==> src/rtl/m_cycle_sequencer_pkg.sv <==
// Shared types for the M-cycle sequencer and its lookup-table interface.
package m_cycle_sequencer_pkg;

  localparam int unsigned OP_W    = 8;
  localparam int unsigned M_LEFT_W = 3;

  typedef enum logic [3:0] {
    M_NOP        = 4'd0,
    M_ROM_READ   = 4'd1,
    M_MEM_READ   = 4'd2,
    M_MEM_WRITE  = 4'd3,
    M_REG_COPY   = 4'd4,
    M_ALU        = 4'd5,
    M_SHIFT      = 4'd6,
    M_PUSH_PCH   = 4'd7,
    M_PUSH_PCL   = 4'd8,
    M_PC_WRITE   = 4'd9,
    M_IME_CHANGE = 4'd10,
    M_HALT       = 4'd11,
    M_STOP       = 4'd12
  } m_cycle_type;

  typedef enum logic [2:0] {
    MODE_MAIN   = 3'd0,
    MODE_PREFIX = 3'd1,
    MODE_INT    = 3'd2,
    MODE_HALT   = 3'd3,
    MODE_STOP   = 3'd4
  } seq_mode_t;

endpackage

==> src/rtl/m_cycle_sequencer_if.sv <==
// Lookup-table bus: sequencer drives opcode/position, table returns M-cycle types.
interface m_cycle_sequencer_if;
  import m_cycle_sequencer_pkg::*;

  logic [OP_W-1:0]     op;
  logic [OP_W-1:0]     op_prefix;
  logic [M_LEFT_W-1:0] m_left;
  m_cycle_type         next_m_cycle;
  m_cycle_type         next_m_cycle_prefix;
  m_cycle_type         next_m_cycle_int;

  modport master (
    output op, op_prefix, m_left,
    input  next_m_cycle, next_m_cycle_prefix, next_m_cycle_int
  );

  modport slave (
    input  op, op_prefix, m_left,
    output next_m_cycle, next_m_cycle_prefix, next_m_cycle_int
  );
endinterface

==> src/rtl/m_cycle_sequencer.sv <==
// Instruction-level sequencer: opcode/CB latch, M-cycle down-counter,
// interrupt dispatch, HALT and STOP.
module m_cycle_sequencer
  import m_cycle_sequencer_pkg::*;
(
  input  logic                 clk,
  input  logic                 reset,
  input  logic                 m_tick,
  input  logic [OP_W-1:0]      fetch_data,
  input  logic [M_LEFT_W-1:0]  m_len,
  input  logic [M_LEFT_W-1:0]  m_len_prefix,
  input  logic                 int_pending,
  input  logic                 ime,
  input  logic                 cond_abort,
  input  logic                 stop_exit,
  m_cycle_sequencer_if.master  lut,
  output m_cycle_type          m_cycle,
  output logic                 fetch,
  output logic                 int_entry,
  output logic                 halted,
  output logic                 stopped
);

  localparam logic [OP_W-1:0]     OP_NOP        = OP_W'(8'h00);
  localparam logic [OP_W-1:0]     OP_STOP       = OP_W'(8'h10);
  localparam logic [OP_W-1:0]     OP_HALT       = OP_W'(8'h76);
  localparam logic [OP_W-1:0]     OP_CB         = OP_W'(8'hCB);
  localparam logic [M_LEFT_W-1:0] M_LEFT_PREFIX = M_LEFT_W'(7);
  localparam logic [M_LEFT_W-1:0] M_LEFT_INT    = M_LEFT_W'(4);

  seq_mode_t           mode_q;
  logic [OP_W-1:0]     op_q;
  logic [OP_W-1:0]     op_prefix_q;
  logic [M_LEFT_W-1:0] m_left_q;
  logic                abort_q;

  assign lut.op        = op_q;
  assign lut.op_prefix = op_prefix_q;
  assign lut.m_left    = m_left_q;

  // Current M-cycle action and fetch overlap, zero latency from registered state
  always_comb begin
    m_cycle = M_NOP;
    fetch   = 1'b0;
    if (abort_q) begin
      fetch = 1'b1;
    end else begin
      case (mode_q)
        MODE_MAIN: begin
          m_cycle = lut.next_m_cycle;
          fetch   = (m_left_q == '0);
        end
        MODE_PREFIX: begin
          m_cycle = lut.next_m_cycle_prefix;
          fetch   = (m_left_q == '0);
        end
        MODE_INT: begin
          m_cycle = lut.next_m_cycle_int;
          fetch   = (m_left_q == '0);
        end
        default: begin
          m_cycle = M_NOP;
          fetch   = 1'b0;
        end
      endcase
    end
  end

  always_ff @(posedge clk) begin
    if (reset) begin
      mode_q      <= MODE_MAIN;
      op_q        <= OP_NOP;
      op_prefix_q <= OP_NOP;
      m_left_q    <= '0;
      abort_q     <= 1'b0;
      int_entry   <= 1'b0;
      halted      <= 1'b0;
      stopped     <= 1'b0;
    end else if (m_tick) begin
      abort_q   <= 1'b0;
      int_entry <= 1'b0;
      case (mode_q)
        MODE_HALT: begin
          m_left_q <= '0;
          if (int_pending && ime) begin
            mode_q    <= MODE_INT;
            m_left_q  <= M_LEFT_INT;
            int_entry <= 1'b1;
            halted    <= 1'b0;
          end else if (int_pending) begin
            // Wake without dispatch: a single NOP cycle that refetches
            mode_q <= MODE_MAIN;
            op_q   <= OP_NOP;
            halted <= 1'b0;
          end
        end
        MODE_STOP: begin
          m_left_q <= '0;
          if (stop_exit) begin
            mode_q  <= MODE_MAIN;
            op_q    <= OP_NOP;
            stopped <= 1'b0;
          end
        end
        default: begin
          if (fetch) begin
            // Instruction boundary: interrupt beats HALT/STOP entry and the new opcode
            if (int_pending && ime) begin
              mode_q    <= MODE_INT;
              m_left_q  <= M_LEFT_INT;
              int_entry <= 1'b1;
            end else if (mode_q == MODE_MAIN && op_q == OP_HALT && !abort_q) begin
              mode_q <= MODE_HALT;
              halted <= 1'b1;
            end else if (mode_q == MODE_MAIN && op_q == OP_STOP && !abort_q) begin
              mode_q  <= MODE_STOP;
              stopped <= 1'b1;
            end else begin
              op_q     <= fetch_data;
              m_left_q <= m_len;
              mode_q   <= MODE_MAIN;
            end
          end else if (mode_q == MODE_MAIN && op_q == OP_CB && m_left_q == M_LEFT_PREFIX) begin
            op_prefix_q <= fetch_data;
            m_left_q    <= m_len_prefix;
            mode_q      <= MODE_PREFIX;
          end else if (cond_abort && mode_q == MODE_MAIN) begin
            m_left_q <= '0;
            abort_q  <= 1'b1;
          end else begin
            m_left_q <= m_left_q - M_LEFT_W'(1);
          end
        end
      endcase
    end
  end

endmodule

==> src/flat_wrapper.sv <==
// flat-port wrapper written by rule: the top's interface ports become plain ports
module m_cycle_sequencer_flat import m_cycle_sequencer_pkg::*;
  (clk, reset, m_tick, fetch_data, m_len, m_len_prefix, int_pending, ime, cond_abort, stop_exit, m_cycle, fetch, int_entry, halted, stopped, lut_op, lut_op_prefix, lut_m_left, lut_next_m_cycle, lut_next_m_cycle_prefix, lut_next_m_cycle_int);
  m_cycle_sequencer_if lut_i ();
  input  logic clk;
  input  logic reset;
  input  logic m_tick;
  input  logic [OP_W-1:0] fetch_data;
  input  logic [M_LEFT_W-1:0] m_len;
  input  logic [M_LEFT_W-1:0] m_len_prefix;
  input  logic int_pending;
  input  logic ime;
  input  logic cond_abort;
  input  logic stop_exit;
  output m_cycle_type m_cycle;
  output logic fetch;
  output logic int_entry;
  output logic halted;
  output logic stopped;
  output wire logic [$bits(lut_i.op)-1:0] lut_op;
  output wire logic [$bits(lut_i.op_prefix)-1:0] lut_op_prefix;
  output wire logic [$bits(lut_i.m_left)-1:0] lut_m_left;
  input wire logic [$bits(lut_i.next_m_cycle)-1:0] lut_next_m_cycle;
  input wire logic [$bits(lut_i.next_m_cycle_prefix)-1:0] lut_next_m_cycle_prefix;
  input wire logic [$bits(lut_i.next_m_cycle_int)-1:0] lut_next_m_cycle_int;
  assign lut_op = lut_i.op;
  assign lut_op_prefix = lut_i.op_prefix;
  assign lut_m_left = lut_i.m_left;
  assign lut_i.next_m_cycle = lut_next_m_cycle;
  assign lut_i.next_m_cycle_prefix = lut_next_m_cycle_prefix;
  assign lut_i.next_m_cycle_int = lut_next_m_cycle_int;
  m_cycle_sequencer u_core (.clk(clk), .reset(reset), .m_tick(m_tick), .fetch_data(fetch_data), .m_len(m_len), .m_len_prefix(m_len_prefix), .int_pending(int_pending), .ime(ime), .cond_abort(cond_abort), .stop_exit(stop_exit), .lut(lut_i), .m_cycle(m_cycle), .fetch(fetch), .int_entry(int_entry), .halted(halted), .stopped(stopped));
endmodule
==> config.mk <==
export PLATFORM = sky130hd
export DESIGN_NAME = m_cycle_sequencer_flat
export DESIGN_NICKNAME = d
export VERILOG_FILES = /design/src/rtl/m_cycle_sequencer_pkg.sv /design/src/rtl/m_cycle_sequencer_if.sv /design/src/rtl/m_cycle_sequencer.sv /design/src/flat_wrapper.sv
export SDC_FILE = /design/constraint.sdc
export NUM_CORES = 1
export LEC_CHECK = 0
export BUFFER_PORTS_ARGS = -buffer_cell sky130_fd_sc_hd__buf_2
export CORE_AREA = 8 8 73 82
export CTS_BUF_LIST = sky130_fd_sc_hd__clkbuf_16
export DETAILED_ROUTE_END_ITERATION = 16
export DIE_AREA = 0 0 81 90
export PLACE_DENSITY = 0.55
export SLEW_MARGIN = 20
export SYNTH_ARGS = -nofsm -noshare
export SYNTH_HDL_FRONTEND = slang
export SYNTH_SLANG_ARGS = --single-unit
==> constraint.sdc <==
create_clock -name clk -period 2.7 [get_ports clk]
set_input_delay 0.135 -clock clk [delete_from_list [all_inputs] [get_ports clk]]
set_output_delay 0.135 -clock clk [all_outputs]
set_load 0.005 [all_outputs]
# Word level (Yosys, flattened, before mapping)
# Cells that the tools add are included.
word_totals:
  reg_bits: 26
  latch_bits: 0
  ramBits: 0
  mem_bits_ro: 0
  elab_cells: 105
  memories: 0
classes:
  add_sub_neg: 1
  n_mul: 0
  div_mod_pow: 0
  magnitude_cmp: 0
  n_eq_ne: 19
  shift: 0
  n_mux: 48
  n_bitwise: 4
  reduce_logical: 25
op_table:
  columns: ["op", "n"]
  rows:
  - ["8-bit 2-to-1 mux", 7]
  - ["3-bit 2-to-1 mux", 15]
  - ["1-bit 2-to-1 mux", 18]
  - ["8-bit one-hot mux with 2 select lines", 1]
  - ["2-bit inequality test, second input constant", 6]
  - ["3-bit one-hot mux with 2 select lines", 2]
  - ["4-bit one-hot mux with 3 select lines", 1]
  - ["5-bit by 4-bit inequality test with 1-bit output, second input constant", 2]
  - ["8-bit by 5-bit == test with 1-bit output, second input constant", 1]
  - ["8-bit by 7-bit == test with 1-bit output, second input constant", 1]
  - ["8-bit == test, second input constant", 1]
  - ["1-bit logical AND", 8]
  - ["4-bit AND reduction", 2]
  - ["8-bit AND reduction", 1]
  - ["2-bit nonzero test", 4]
  - ["7-bit AND reduction", 1]
  - ["3-bit by 2-bit == test with 1-bit output, second input constant", 2]
  - ["3-bit == test, second input constant", 2]
  - ["3-bit logical NOT", 2]
  - ["3-bit inequality test, second input constant", 2]
  - ["1-bit one-hot mux with 2 select lines", 3]
  - ["6-bit AND reduction", 1]
  - ["4-bit 2-to-1 mux", 1]
  - ["1-bit inverter", 4]
  - ["9 further kinds", 9]

# Longest topological paths before layout
logic_depth:
  ltp_word: 8
  depth_mapped: 8

# Least setup slack after synthesis
# OpenSTA, ideal clock, no wires.
synth_path:
  path_kind: "register to register"
  from: "reg u_core.mode_q[0]"
  to: "reg u_core.m_left_q[2] (netlist: u_core.lut.m_left[2])"
  t_arrival_ps: 1814
  required_ps: 2580
  path_slack_ps: 766
  stages_incl_launch_ff: 8
  cell_sequence: "dfxtp_1 -> buf_6 -> or3_1 -> buf_2 -> nor4_4 -> or4_4 -> nor3_1 -> o31a_1"
synth_via:
  elab_chain_cells: 6
  word_cells_on_any_way: 22
  classes_between: "eq/ne: 6; mux: 6; reduce/logical: 10"
synth_rtl:
  columns: ["item", "line", "rtl"]
  rows:
  - ["start, declared", "m_cycle_sequencer.sv:31", "seq_mode_t mode_q;"]
  - ["start signal, assigned", "m_cycle_sequencer.sv:71", "mode_q <= MODE_MAIN;"]
  - ["start signal, assigned", "m_cycle_sequencer.sv:86", "mode_q <= MODE_INT;"]
  - ["start signal, assigned", "m_cycle_sequencer.sv:92", "mode_q <= MODE_MAIN;"]
  - ["3-bit by 1-bit == test with 1-bit output, or another cell as far along", "m_cycle_sequencer.sv:48", "case (mode_q)"]
  - ["3-bit OR reduction (no line), or another cell as far along", null, null]
  - ["1-bit 2-to-1 mux, or another cell as far along", null, null]
  - ["1-bit 2-to-1 mux / 3-bit 2-to-1 mux (equally long branches)", "m_cycle_sequencer.sv:45, m_cycle_sequencer.sv:123", null]
  - ["5-bit by 4-bit inequality test with 1-bit output (no line) / 3-bit 2-to-1 mux (equally long branches)", null, null]
  - ["3-bit AND reduction (no line) / 3-bit one-hot mux with 2 select lines (equally long branches)", null, null]
  - ["end signal, assigned", "m_cycle_sequencer.sv:120", "m_left_q <= m_len;"]
  - ["end signal, assigned", "m_cycle_sequencer.sv:125", "m_left_q <= m_len_prefix;"]
  - ["end signal, assigned", "m_cycle_sequencer.sv:131", "m_left_q <= m_left_q - M_LEFT_W'(1);"]
  - ["end, declared", "m_cycle_sequencer.sv:34", "logic [M_LEFT_W-1:0] m_left_q;"]
# Several ways; a longest one is shown, not always the timed one.
# A chain may end at the register's enable or synchronous reset.

# Worst setup path after layout
layout_path:
  from: "reg u_core.abort_q"
  to: "reg u_core.op_q[4] (netlist: u_core.lut.op[4])"
layout_via:
  elab_chain_cells: 4
  word_cells_on_any_way: 8
  classes_between: "eq/ne: 2; mux: 1; reduce/logical: 5"
layout_rtl:
  columns: ["item", "line", "rtl"]
  rows:
  - ["start, declared", "m_cycle_sequencer.sv:35", "logic abort_q;"]
  - ["start signal, assigned", "m_cycle_sequencer.sv:75", "abort_q <= 1'b0;"]
  - ["start signal, assigned", "m_cycle_sequencer.sv:80", "abort_q <= 1'b0;"]
  - ["start signal, assigned", "m_cycle_sequencer.sv:129", "abort_q <= 1'b1;"]
  - ["1-bit logical NOT", "m_cycle_sequencer.sv:112, m_cycle_sequencer.sv:115", null]
  - ["1-bit logical AND (on tied branches)", "m_cycle_sequencer.sv:112, m_cycle_sequencer.sv:115", null]
  - ["3-bit inequality test (no line)", null, null]
  - ["8-bit AND reduction (no line) *", null, null]
  - ["end signal, assigned", "m_cycle_sequencer.sv:119", "op_q <= fetch_data;"]
  - ["end, declared", "m_cycle_sequencer.sv:32", "logic [OP_W-1:0] op_q;"]
# Every way passes the cells marked *; elsewhere a longest branch is shown, timed or not.

==> run_results.csv <==
group,metric,value,unit
placement,port_buffers,59,
logic_synthesis,yosys_warnings,0,
timing,rsz0062_at_grt,"false",
pwr,pwr-share-clk,30.1,%
placement,place_hpwl,3459,µm
logic_synthesis,syn_area,1572,µm²
logic_synthesis,synth-seq-cells,26,
logic_synthesis,netlist_top_cells_count,"sky130_fd_sc_hd__dfxtp_1, sky130_fd_sc_hd__nor2_1, sky130_fd_sc_hd__mux2i_1",
placement,gpl_wtd_cong,0.8148,
global_route,grt_start_max_net_pins,28,
pwr,pwr-share-comb,30.0,%
logic_synthesis,synth.top_cell.area_share,33.12,%
logic_synthesis,yosys-mux-area-fraction,12.74,%
global_route,grt_first_pass_wirelength,7320,µm
cts,postCtsHoldBufs,0,
logic_synthesis,synthSimpleGateAreaFrac,29.22,%
status,status,"finished, final reports clean",
logic_synthesis,synth_ff_type,"sky130_fd_sc_hd__dfxtp_1",
logic_synthesis,syn_nets,223,
cts,cts_tree,"built",
timing,timing.setup.tns,0,ns
global_route,grt_remaining_overflow,0,
critical_path,worst-setup-path-type,"flop to flop",
logic_synthesis,synth_area_leader_cell,"sky130_fd_sc_hd__dfxtp_1",
cts,clk_latency,0.26,ns
route,dr_total_vias,1544,
timing,period_needed,2.237,ns
global_route,grt_pass1_vias,1593,
cts,path_clk_slew,0.07,ns
logic_synthesis,postSynthAreaPerCell,8.404,µm²
timing,setup_viol,0,
global_route,initial_antenna_violation_count,0,
layout,num-nets-final,281,
critical_path,worstPathArrival,2.43,ns
cts,clock_tree.root_cell,"sky130_fd_sc_hd__clkbuf_16",
flow_run,maxCapViolCount,0,
logic_synthesis,number_of_synthesized_flops_with_an_enable_pin,0,
critical_path,required,2.89,ns
floorplanning,placementRows,27,
route,drcViolationCount,0,
timing,slew_viol_final,0,
logic_synthesis,post_synth_num_cell_types,50,
logic_synthesis,async_reset_ff_share,0,%
timing,slew_headroom,66.49,%
route,ant_nets,0,
route,drt_pass1_iterations,4,
critical_path,start_kind,"flop",
route,drt-total-wl,4412,µm
logic_synthesis,yosysSeqAreaShare,33.12,%
timing,timing.fmax,447.1,MHz
layout,filler_cell_count,511,
pwr,power.static_leakage,0.9512,nW
critical_path,worst-path-max-fanout,8,
floorplanning,ios,60,
pwr,seq_power_share,39.9,%
floorplanning,floorplan.core_area,4730,µm²
logic_synthesis,yosys.area_share.adder,2.389,%
logic_synthesis,post_synth_xor_area_fraction,0.5573,%
floorplanning,die-width,81,µm
route,drt-wirelength-per-cell,14.61,µm
route,initialDrtViolationCount,98,
critical_path,end_kind,"flop",
route,avgViaCountPerCell,5.113,
hold_path,holdCritPathClass,"input pin to flop",
pwr,switching_power,0.3622,mW
layout,antenna_cells_inserted,0,
cts,cts_max_level,1,
global_route,grt_usage,12.15,%
layout,ff_latch_area,520.5,µm²
floorplanning,die_area,7290,µm²
layout,area.growth.synth_to_final,26.75,%
pwr,peakVddDrop,240.8,µV
layout,final_core_utilization,42.12,%
pwr,internal_power,0.7629,mW
timing,finalHoldViolations,0,
logic_synthesis,synth_compound_gate_area_share,16.48,%
timing,worst_pin_slew,0.5013,ns
layout,multi_input_comb_area,964.7,µm²
pwr,cellPowerDensity,564.9,nW/µm²
cts,clock_buffers_created_by_tritoncts,3,
layout,drive_above_1_share,30.74,%
pwr,sw_frac_of_total,32.19,%
timing,fin_crit_sh,82.84,%
timing,fin_worst_skew,0.002985,ns
placement,post-place-ws,0.4882,ns
floorplanning,initial_core_util,33.23,%
logic_synthesis,largest_family_of_logic_cells_by_synthesized_area,"simple AND/OR/NAND/NOR gates",
logic_synthesis,netlist_instances,187,
logic_synthesis,synthMostInstantiatedCell,"sky130_fd_sc_hd__dfxtp_1",
logic_synthesis,synth_area_leaders,"sky130_fd_sc_hd__dfxtp_1, sky130_fd_sc_hd__mux2i_1, sky130_fd_sc_hd__nor2_1",
cts,post_cts_buffers,0,
cts,clock-sinks,26,
floorplanning,die_height,90,µm
timing,post-route-worst-setup-slack,0.4632,ns
cts,cts_repair_resize_count,0,
cts,cts_max_path_buffers,2,
-- registers in the layout (all words and copies together), names as in the netlist --
signal,count
u_core.lut.op_prefix,8
u_core.int_entry,1
u_core.abort_q,1
u_core.lut.m_left,3
u_core.mode_q,3
u_core.stopped,1
u_core.lut.op,8
u_core.halted,1
-- logic make-up (layout without fill, tap and decap cells) --
kind of cell / count (synthesis) / count (layout)
DFF: 26 / 26
buffers and inverters: 19 / 76
muxes: 20 / 20
adders and majority gates: 3 / 3
xor gates and xnor gates: 1 / 1
AOI/OAI and AO/OA: 37 / 37
and+or+nand+nor: 81 / 81
-- worst paths after layout --
| path | start | slack (ns) | end | depth (start not counted) |
|---|---|---|---|---|
| setup / recovery | u_core.abort_q | 0.46 | u_core.lut.op[4] | 4 |
| setup reg to reg | u_core.abort_q | 0.46 | u_core.lut.op[4] | 4 |
| hold / removal | fetch_data[3] | 0.12 | u_core.lut.op[3] | 3 |
| hold reg to reg | u_core.stopped | 0.47 | u_core.stopped | 1 |
-- layout make-up --
| class | instances | share of cell area (%) |
|---|---|---|
| multi-input cells | 142 | 48.43 |
| flip-flops and latches | 26 | 26.13 |
| repair buffers | 62 | 15.95 |
| clock buffers | 3 | 3.769 |
| well taps | 58 | 3.643 |
| inverters | 10 | 1.884 |
| clock inverters | 1 | 0.1884 |
-- stage by stage --
step,total power [mW],cell area [µm²],cells,hold WS [ns]
global route,1.202,1992,302,0.1244
CTS,1.140,1992,302,0.1160
finish,1.125,1992,302,0.1201
global placement,0.8005,1913,298,0.3835
floorplan,0.6842,1572,187,0.2467
detailed placement,0.7984,1913,298,0.3897
-- per-layer routing --
metal	share of wire [%]	up-vias	track usage, %
met5	0	-	0
met4	0.93	0	4.179
met3	8.2	5	3.586
met2	47	48	19.96
met1	43	705	14.42
li1	-	786	-
-- cells in the final DEF (no fill, tap or decap), drive strengths merged, types with 2 or more instances in the layout --
cell type / synthesis / routed
a211oi: 4 / 4
a21oi: 12 / 12
a41oi: 2 / 2
buf: 5 / 62
clkbuf: 4 / 3
dfxtp: 26 / 26
ha: 3 / 3
inv: 10 / 10
mux2i: 20 / 20
nand2: 15 / 15
nand2b: 10 / 10
nand3b: 2 / 2
nand4: 2 / 2
nor2: 25 / 25
nor3: 10 / 10
nor4: 2 / 2
o21a: 2 / 2
o21ai: 5 / 5
or3b: 2 / 2
or4: 4 / 4
-- power groups by stage --
| stage | sequential [mW] | clock [mW] | combinational (mW) |
|---|---|---|---|
| after floorplan | 0.447 | 0 | 0.238 |
| after global placement | 0.459 | 0 | 0.342 |
| after detailed placement | 0.459 | 0 | 0.340 |
| after CTS | 0.450 | 0.349 | 0.342 |
| after global routing | 0.457 | 0.367 | 0.378 |
| final | 0.449 | 0.338 | 0.338 |
-- worst max-delay path: stages, from the launching register on --
cell	delay, ns
sky130_fd_sc_hd__dfxtp_1	0.37
sky130_fd_sc_hd__or4b_1	0.60
sky130_fd_sc_hd__a2111oi_1	0.50
sky130_fd_sc_hd__or4_1	0.47
sky130_fd_sc_hd__mux2i_1	0.23
(Power assumes the default switching activity.)
